File: config.mk
export PLATFORM = sky130hd
export DESIGN_NAME = uart_imem_loader
export DESIGN_NICKNAME = d
export VERILOG_FILES = /design/src/rtl/uart_imem_loader.sv
export SDC_FILE = /design/constraint.sdc
export NUM_CORES = 1
export LEC_CHECK = 0
export ABC_AREA = 1
export CORE_ASPECT_RATIO = 0.9
export CORE_MARGIN = 10
export CORE_UTILIZATION = 50
export DETAILED_ROUTE_END_ITERATION = 10
export GPL_TIMING_DRIVEN = 0
export PLACE_DENSITY = 0.76
export SYNTH_ARGS = -nofsm -noshare
export SYNTH_HDL_FRONTEND = slang
export SYNTH_SLANG_ARGS = --single-unit
export TNS_END_PERCENT = 50
File: constraint.sdc
create_clock -name clk -period 2.1 [get_ports clk]
set_clock_uncertainty 0.1 [all_clocks]
set_input_delay 0.42 -clock clk [delete_from_list [all_inputs] [get_ports clk]]
set_output_delay 0.42 -clock clk [all_outputs]
set_load 0.05 [all_outputs]
File: src/rtl/uart_imem_loader.sv
// Assembles UART bytes into little-endian words and writes them to instruction memory,
// holding the core in reset until an end marker or the word limit completes loading.
//
// state  | meaning
// LOAD   | collecting bytes of the current word
// COMMIT | one cycle: write the assembled word or recognise the end marker
// DONE   | loading complete, core released, rx input ignored
module uart_imem_loader #(
  parameter int WORD_BYTES     = 4,
  parameter int ADDR_W         = 8,
  parameter int MAX_WORDS      = 256,
  parameter int TIMEOUT_CYCLES = 1048576,
  parameter int END_MARKER_EN  = 1
) (
  input  logic                      clk,
  input  logic                      rst,
  input  logic                      rx_en,
  input  logic                      rx_valid,
  input  logic [7:0]                rx_data,
  input  logic                      rx_break,
  output logic                      mem_we,
  output logic [ADDR_W-1:0]         mem_addr,
  output logic [8*WORD_BYTES-1:0]   mem_wdata,
  output logic [ADDR_W:0]           word_count,
  output logic                      write_done,
  output logic                      core_rst,
  output logic [1:0]                err
);

  localparam int W  = 8 * WORD_BYTES;
  localparam int BW = (WORD_BYTES > 1) ? $clog2(WORD_BYTES) : 1;
  localparam int TW = $clog2(TIMEOUT_CYCLES);
  localparam int CW = ADDR_W + 1;

  localparam logic [BW-1:0] LAST_IDX = BW'(WORD_BYTES - 1);
  localparam logic [TW-1:0] TIMER_TC = TW'(TIMEOUT_CYCLES - 1);
  localparam logic [CW-1:0] LAST_CNT = CW'(MAX_WORDS - 1);

  typedef enum logic [1:0] {LOAD, COMMIT, DONE} state_t;

  state_t            state;
  state_t            state_d;
  logic [BW-1:0]     byte_idx;
  logic [TW-1:0]     timer;
  logic [W-1:0]      word_q;
  logic [CW-1:0]     count_q;
  logic [ADDR_W-1:0] addr_hold;
  logic [W-1:0]      data_hold;
  logic [1:0]        err_q;

  logic partial;
  logic brk;
  logic take_load;
  logic take_commit;
  logic last_byte;
  logic marker;

  assign partial     = (byte_idx != '0);
  assign brk         = rx_en & rx_break;
  assign take_load   = rx_en & rx_valid & ~rx_break;
  assign take_commit = rx_en & rx_valid;
  assign last_byte   = (byte_idx == LAST_IDX);
  assign marker      = (END_MARKER_EN != 0) && (word_q == '1);

  always_ff @(posedge clk) begin
    if (rst) state <= LOAD;
    else     state <= state_d;
  end

  // With one-byte words a byte accepted during COMMIT completes the next word immediately.
  always_comb begin
    state_d = state;
    case (state)
      LOAD:    if (take_load && last_byte) state_d = COMMIT;
      COMMIT: begin
        if (marker || count_q == LAST_CNT) state_d = DONE;
        else if (take_commit && last_byte) state_d = COMMIT;
        else                               state_d = LOAD;
      end
      DONE:    state_d = DONE;
      default: state_d = LOAD;
    endcase
  end

  always_comb begin
    mem_we     = (state == COMMIT) && !marker;
    mem_addr   = mem_we ? count_q[ADDR_W-1:0] : addr_hold;
    mem_wdata  = mem_we ? word_q : data_hold;
    word_count = count_q;
    write_done = (state == DONE);
    core_rst   = (state != DONE);
    err        = err_q;
  end

  always_ff @(posedge clk) begin
    if (rst) begin
      byte_idx  <= '0;
      timer     <= '0;
      word_q    <= '0;
      count_q   <= '0;
      addr_hold <= '0;
      data_hold <= '0;
      err_q     <= '0;
    end else begin
      case (state)
        LOAD: begin
          if (brk) begin
            if (partial) err_q[1] <= 1'b1;
            byte_idx <= '0;
            timer    <= '0;
          end else if (take_load) begin
            word_q[8*byte_idx +: 8] <= rx_data;
            byte_idx <= last_byte ? '0 : byte_idx + BW'(1);
            timer    <= '0;
          end else if (partial && timer == TIMER_TC) begin
            byte_idx <= '0;
            timer    <= '0;
            err_q[0] <= 1'b1;
          end else if (partial) begin
            timer <= timer + TW'(1);
          end
        end
        COMMIT: begin
          if (mem_we) begin
            count_q   <= count_q + CW'(1);
            addr_hold <= count_q[ADDR_W-1:0];
            data_hold <= word_q;
          end
          // A byte arriving in the commit cycle starts the next word unless loading ends here.
          if (take_commit && state_d != DONE) begin
            word_q[7:0] <= rx_data;
            byte_idx    <= last_byte ? '0 : BW'(1);
            timer       <= '0;
          end
        end
        default: ;
      endcase
    end
  end

endmodule
==> flow_results.org <==
** Logic synthesis
- Largest family of logic cells by synthesized area :: simple AND/OR/NAND/NOR gates
- In this run, synthesis produced a sequential element count of roughly 110.
- The Yosys step of the flow raised 0 warnings.
- Compound-gate portion of the synthesized area :: 0.113
- Largest area contributor in the netlist :: dfxtp_1
- Post-synth cell types :: 39
- Post-Synth Adder-Cell Area :: 0.0170
- When the netlist entered floorplanning its net count stood at 751.
- The portion of synthesized area spent on multiplexers is 0.
- Area share of the largest cell type after synthesis :: 0.416
- By area the synthesized netlist is led by dfxtp_1 42%, nand2_1 12%, nor2_1 7.9%, inv_1 5.5%, a21oi_1 5.1%.
- Sequential area share after synthesis :: 0.416
- The mapped netlist covers just over 0.005 mm^2.
- Post-synthesis instance total :: approximately 730
- Area share of xor/xnor cells in the synthesized design :: 0.0119
- Of the total synthesized cell area, the portion taken by AND, OR, NAND and NOR gates is 0.354.
- Each instance of the synthesized netlist takes up on average around 7 um^2.

** Setup path
- Crit Path Category :: flop to output pin
- Count of cells along the worst register-to-register path :: 15
- Reg2Reg Setup Slack :: -0.04 ns
- Capturing element type of the critical path :: output pin
- Along the worst path, the maximum fanout reaches 10.
- The worst setup path is launched from a flop.
- The worst register-to-register path ends at timer[17].
- For the worst setup path, the data required time is between 1.5 and 2 ns.
- Worst R2R Start :: word_count[1]
- Data arrival time of the worst path :: between 2 and 2.5 ns

** Global route
- Entering global routing, the biggest net connects 18 pins.
- GR Util All Layers :: 0.189
- First-pass GRT wire length :: about 23,000 um
- For this run the aggregate overflow at the end of global routing stands at 0.
- Via count of the first global-routing pass :: roughly 5,000
- The number of antenna violations at the first check in global routing is 0.

** Routing
- After the first detailed-routing iteration, the DRC count stood at ~440.
- For this block, wires on met1 add up to 6320 um.
- Post-detailed-route count of antenna-violating nets :: 0
- Number of optimization iterations in the first detailed-route pass :: 5
- Avg WL per Cell :: 15.2 um
- Length of routed met2 wiring :: 7120 um
- In the routed design, unresolved DRC markers number 0.
- The highest metal layer carrying signal wires in the routed design is met4.
- After detailed routing, the met3 layer carries 1240 um of wire.
- Summed over all layers, the routed wires come to 15,000 um.
- Summing over every cut layer, the via total after detailed routing is roughly 5,200.
- After detailed routing, the number of vias per cell comes to approximately 5.3.

** Timing
- Final-report hold violation count :: 0
- In the finished design, the share of the clock period the worst path needs comes to 1.24.
- RSZ-0062 raised after global routing :: true
- In the post-route analysis, the smallest setup slack over all paths is -0.496 ns.
- Setup violations remaining at the end of the flow were counted as slightly above 50.
- Headroom to the max-slew limit came out at 0.587.
- Derived from the worst setup path, the maximum achievable clock frequency is between 300 and 400 MHz.
- The routed design could run at a clock period as short as between 2 and 3 ns.
- The max-slew violation count came to 0.
- Worst-case hold slack :: approximately 0.37 ns
- At the pin with the least slew margin, the transition time is 0.620 ns.

** CTS
- Cell at the root of the clock tree :: clkbuf_16
- The H-tree generated during clock tree synthesis spans 3 levels.
- Clock insertion delay at the later pin of the skew report :: 0.34 ns
- TritonCTS clock tree :: done
- The clock net in this run drives a total of 107 sinks.
- The clock passes through at most 2 buffers.
- Cts bufs inserted :: 9
- Clock-pin slew was measured on the worst setup and hold paths at 0.07 ns.

** Placement
- The number of placed instances, taps included, is ~930.
- Prior to clock tree synthesis, the placed netlist has a worst setup slack of -1.06 ns.
- RePlAce Congestion :: around 0.9
- Port bufs :: between 60 and 70
- After legalization and detailed placement, the total HPWL measured ~10,000 um.

** Pwr
- Pwr/cell area :: between 500 and 600 mW/mm^2
- Worst IR Drop VDD :: approximately 460 uV
- Summed over all cells, the static leakage comes to 3.33 nW.

** Die
- In this run the core area contains 35 standard-cell rows.
- The floorplan step set the die height to 116 um.
- From left edge to right edge, the die measures about 130 um.
- Starting density of the core :: 0.507
- Top-Level Pins :: between 60 and 70
- The die covers ~0.015 mm^2.
- Area of the placeable core :: approximately 0.010 mm^2

** Final layout
- Post-route non-filler standard cell count :: around 980
- In the final layout, the share of cells above drive strength 1 is 0.271.
- For this run, the share of the core covered by cells in the final layout is 0.701.
- 0 antenna diodes ended up in the layout.
- Post-layout nets :: 870
- # fillers :: between 700 and 800
- Compared with the post-synthesis result, the final layout area differs by 38.2%.

** Outcome
- The final reports fail on setup timing.
- Result of the run :: complete, but fails checks

** Hold path
- For hold timing, the worst endpoint is word_count[3].
- Instance count along the most critical hold path :: 1
- Path type of the worst min-delay path :: flop to flop
- Startpoint of the most critical hold path :: word_count[3]

** Job
- The tool flagged a number of max-cap violations equal to 0.
-- worst max-delay path by stage --
stage	slack (ns)	startpoint	depth (start not counted)	end
after floorplan	-0.13	state[0]	8	mem_wdata[12]
after global placement	-1.0	word_q[15]	11	mem_wdata[12]
after detailed placement	-1.06	word_q[21]	11	mem_addr[3]
after CTS	-0.51	word_q[30]	12	mem_wdata[27]
after global routing	-0.60	word_q[19]	12	mem_addr[4]
final	-0.50	word_q[17]	12	mem_addr[4]
-- worst max-delay path, cell delays in order (launching register included) --
cell and delay, ns:
dfxtp_2 0.34, nand2_1 0.05, nor2_1 0.10, nand2_1 0.08, nor2_2 0.18, nand2_2 0.10
nand2_4 0.12, inv_6 0.06, buf_8 0.13, or2_0 0.19, o21ai_1 0.13, inv_1 0.08
buf_6 0.16
-- area by class of cell --
| cell class | count | area [um^2] | area share |
|---|---|---|---|
| Timing Repair Buffer | 109 | 1110 | 0.157 |
| Clock inverter | 4 | 32.5 | 0.00457 |
| Sequential cell | 107 | 2190 | 0.307 |
| Clock buffer | 12 | 256 | 0.0360 |
| Multi-Input combinational cell | 513 | 2820 | 0.395 |
| Inverter | 81 | 309 | 0.0434 |
| Buffer | 29 | 245 | 0.0344 |
| Tap cell | 129 | 161 | 0.0227 |
-- cells by family (layout without fill, tap and decap cells) --
kind of cell    after synthesis  after routing
compound gates              110            110
xor+xnor                      7              7
fa+ha+maj                     7              7
buf+inv                     111            235
simple gates                389            389
flops                       107            107
-- metrics by stage --
stage	instance area (um^2)	power (mW)	TNS [ns]
3_3_place_gp	6000	2.43	-44.31
4_1_cts	6620	4.07	-17.73
3_5_place_dp	6000	2.45	-47.44
6_report	7120	4.14	-18.21
5_1_grt	7120	4.28	-24.17
2_1_floorplan	5170	2.35	-0.488
-- cell usage in the layout, fill, tap and decap left out, types with 21 or more instances in the layout --
cell type  Yosys  layout
dfxtp_1      107      76
buf_6          4      47
a21oi_1       52      51
nor2_1       108     101
nand4_1       23      23
o21ai_1       12      21
dfxtp_2        0      29
inv_1         75      73
buf_4          0      42
nand2_1      159     144
-- state kept, by name (all words and copies together) (netlist names) --
signal / cells
byte_idx: 2
err: 2
addr_hold: 8
word_q: 32
timer: 20
state: 2
word_count: 9
data_hold: 32
-- timing repair --
| action | CTS | global route |
|---|---|---|
| buffers inserted | 18 | 22 |
| pin swaps | 3 | 20 |
| gates resized for setup | 373 | 88 |
| hold buffers | 0 | 0 |
| cloned | 0 | 3 |
| endpoints found under the setup margin | 82 | 102 |
| endpoints found under the hold margin | 0 | 0 |
-- Yosys cell counts --
cell,n
xor2_1,6
o21bai_1,2
o21a_1,1
xnor2_1,1
nand4_1,23
nand2_2,2
nand4_4,1
a21oi_1,52
nand3_1,15
o211a_1,1
or2_0,25
a31oi_1,2
or2_1,6
inv_1,75
buf_2,7
nor2_2,3
nor2_1,108
o31ai_1,1
inv_2,6
o21ai_0,36
o211ai_2,1
or3_1,16
ha_1,7
nand3_4,1
or2_2,7
nor3b_1,3
nand2_1,159
nor3_1,6
nand3_2,2
nor3_2,2
dfxtp_1,107
o21ai_1,12
buf_6,4
nor4_1,2
buf_1,1
clkbuf_1,18
nand2_4,2
nor2_4,6
a211oi_1,2
-- report_power, final --
part / total (mW) / switching, mW / internal, mW
sequential: 2.12 / 0.0528 / 2.06
combinational: 0.381 / 0.219 / 0.161
clock: 1.65 / 0.768 / 0.878
-- per-layer routing --
metal	up-vias	global-route usage
li1	2570	-
met4	0	0.0743
met1	2426	0.231
met3	32	0.0485
met2	210	0.313
met5	-	0
(Power assumes the default switching activity.)
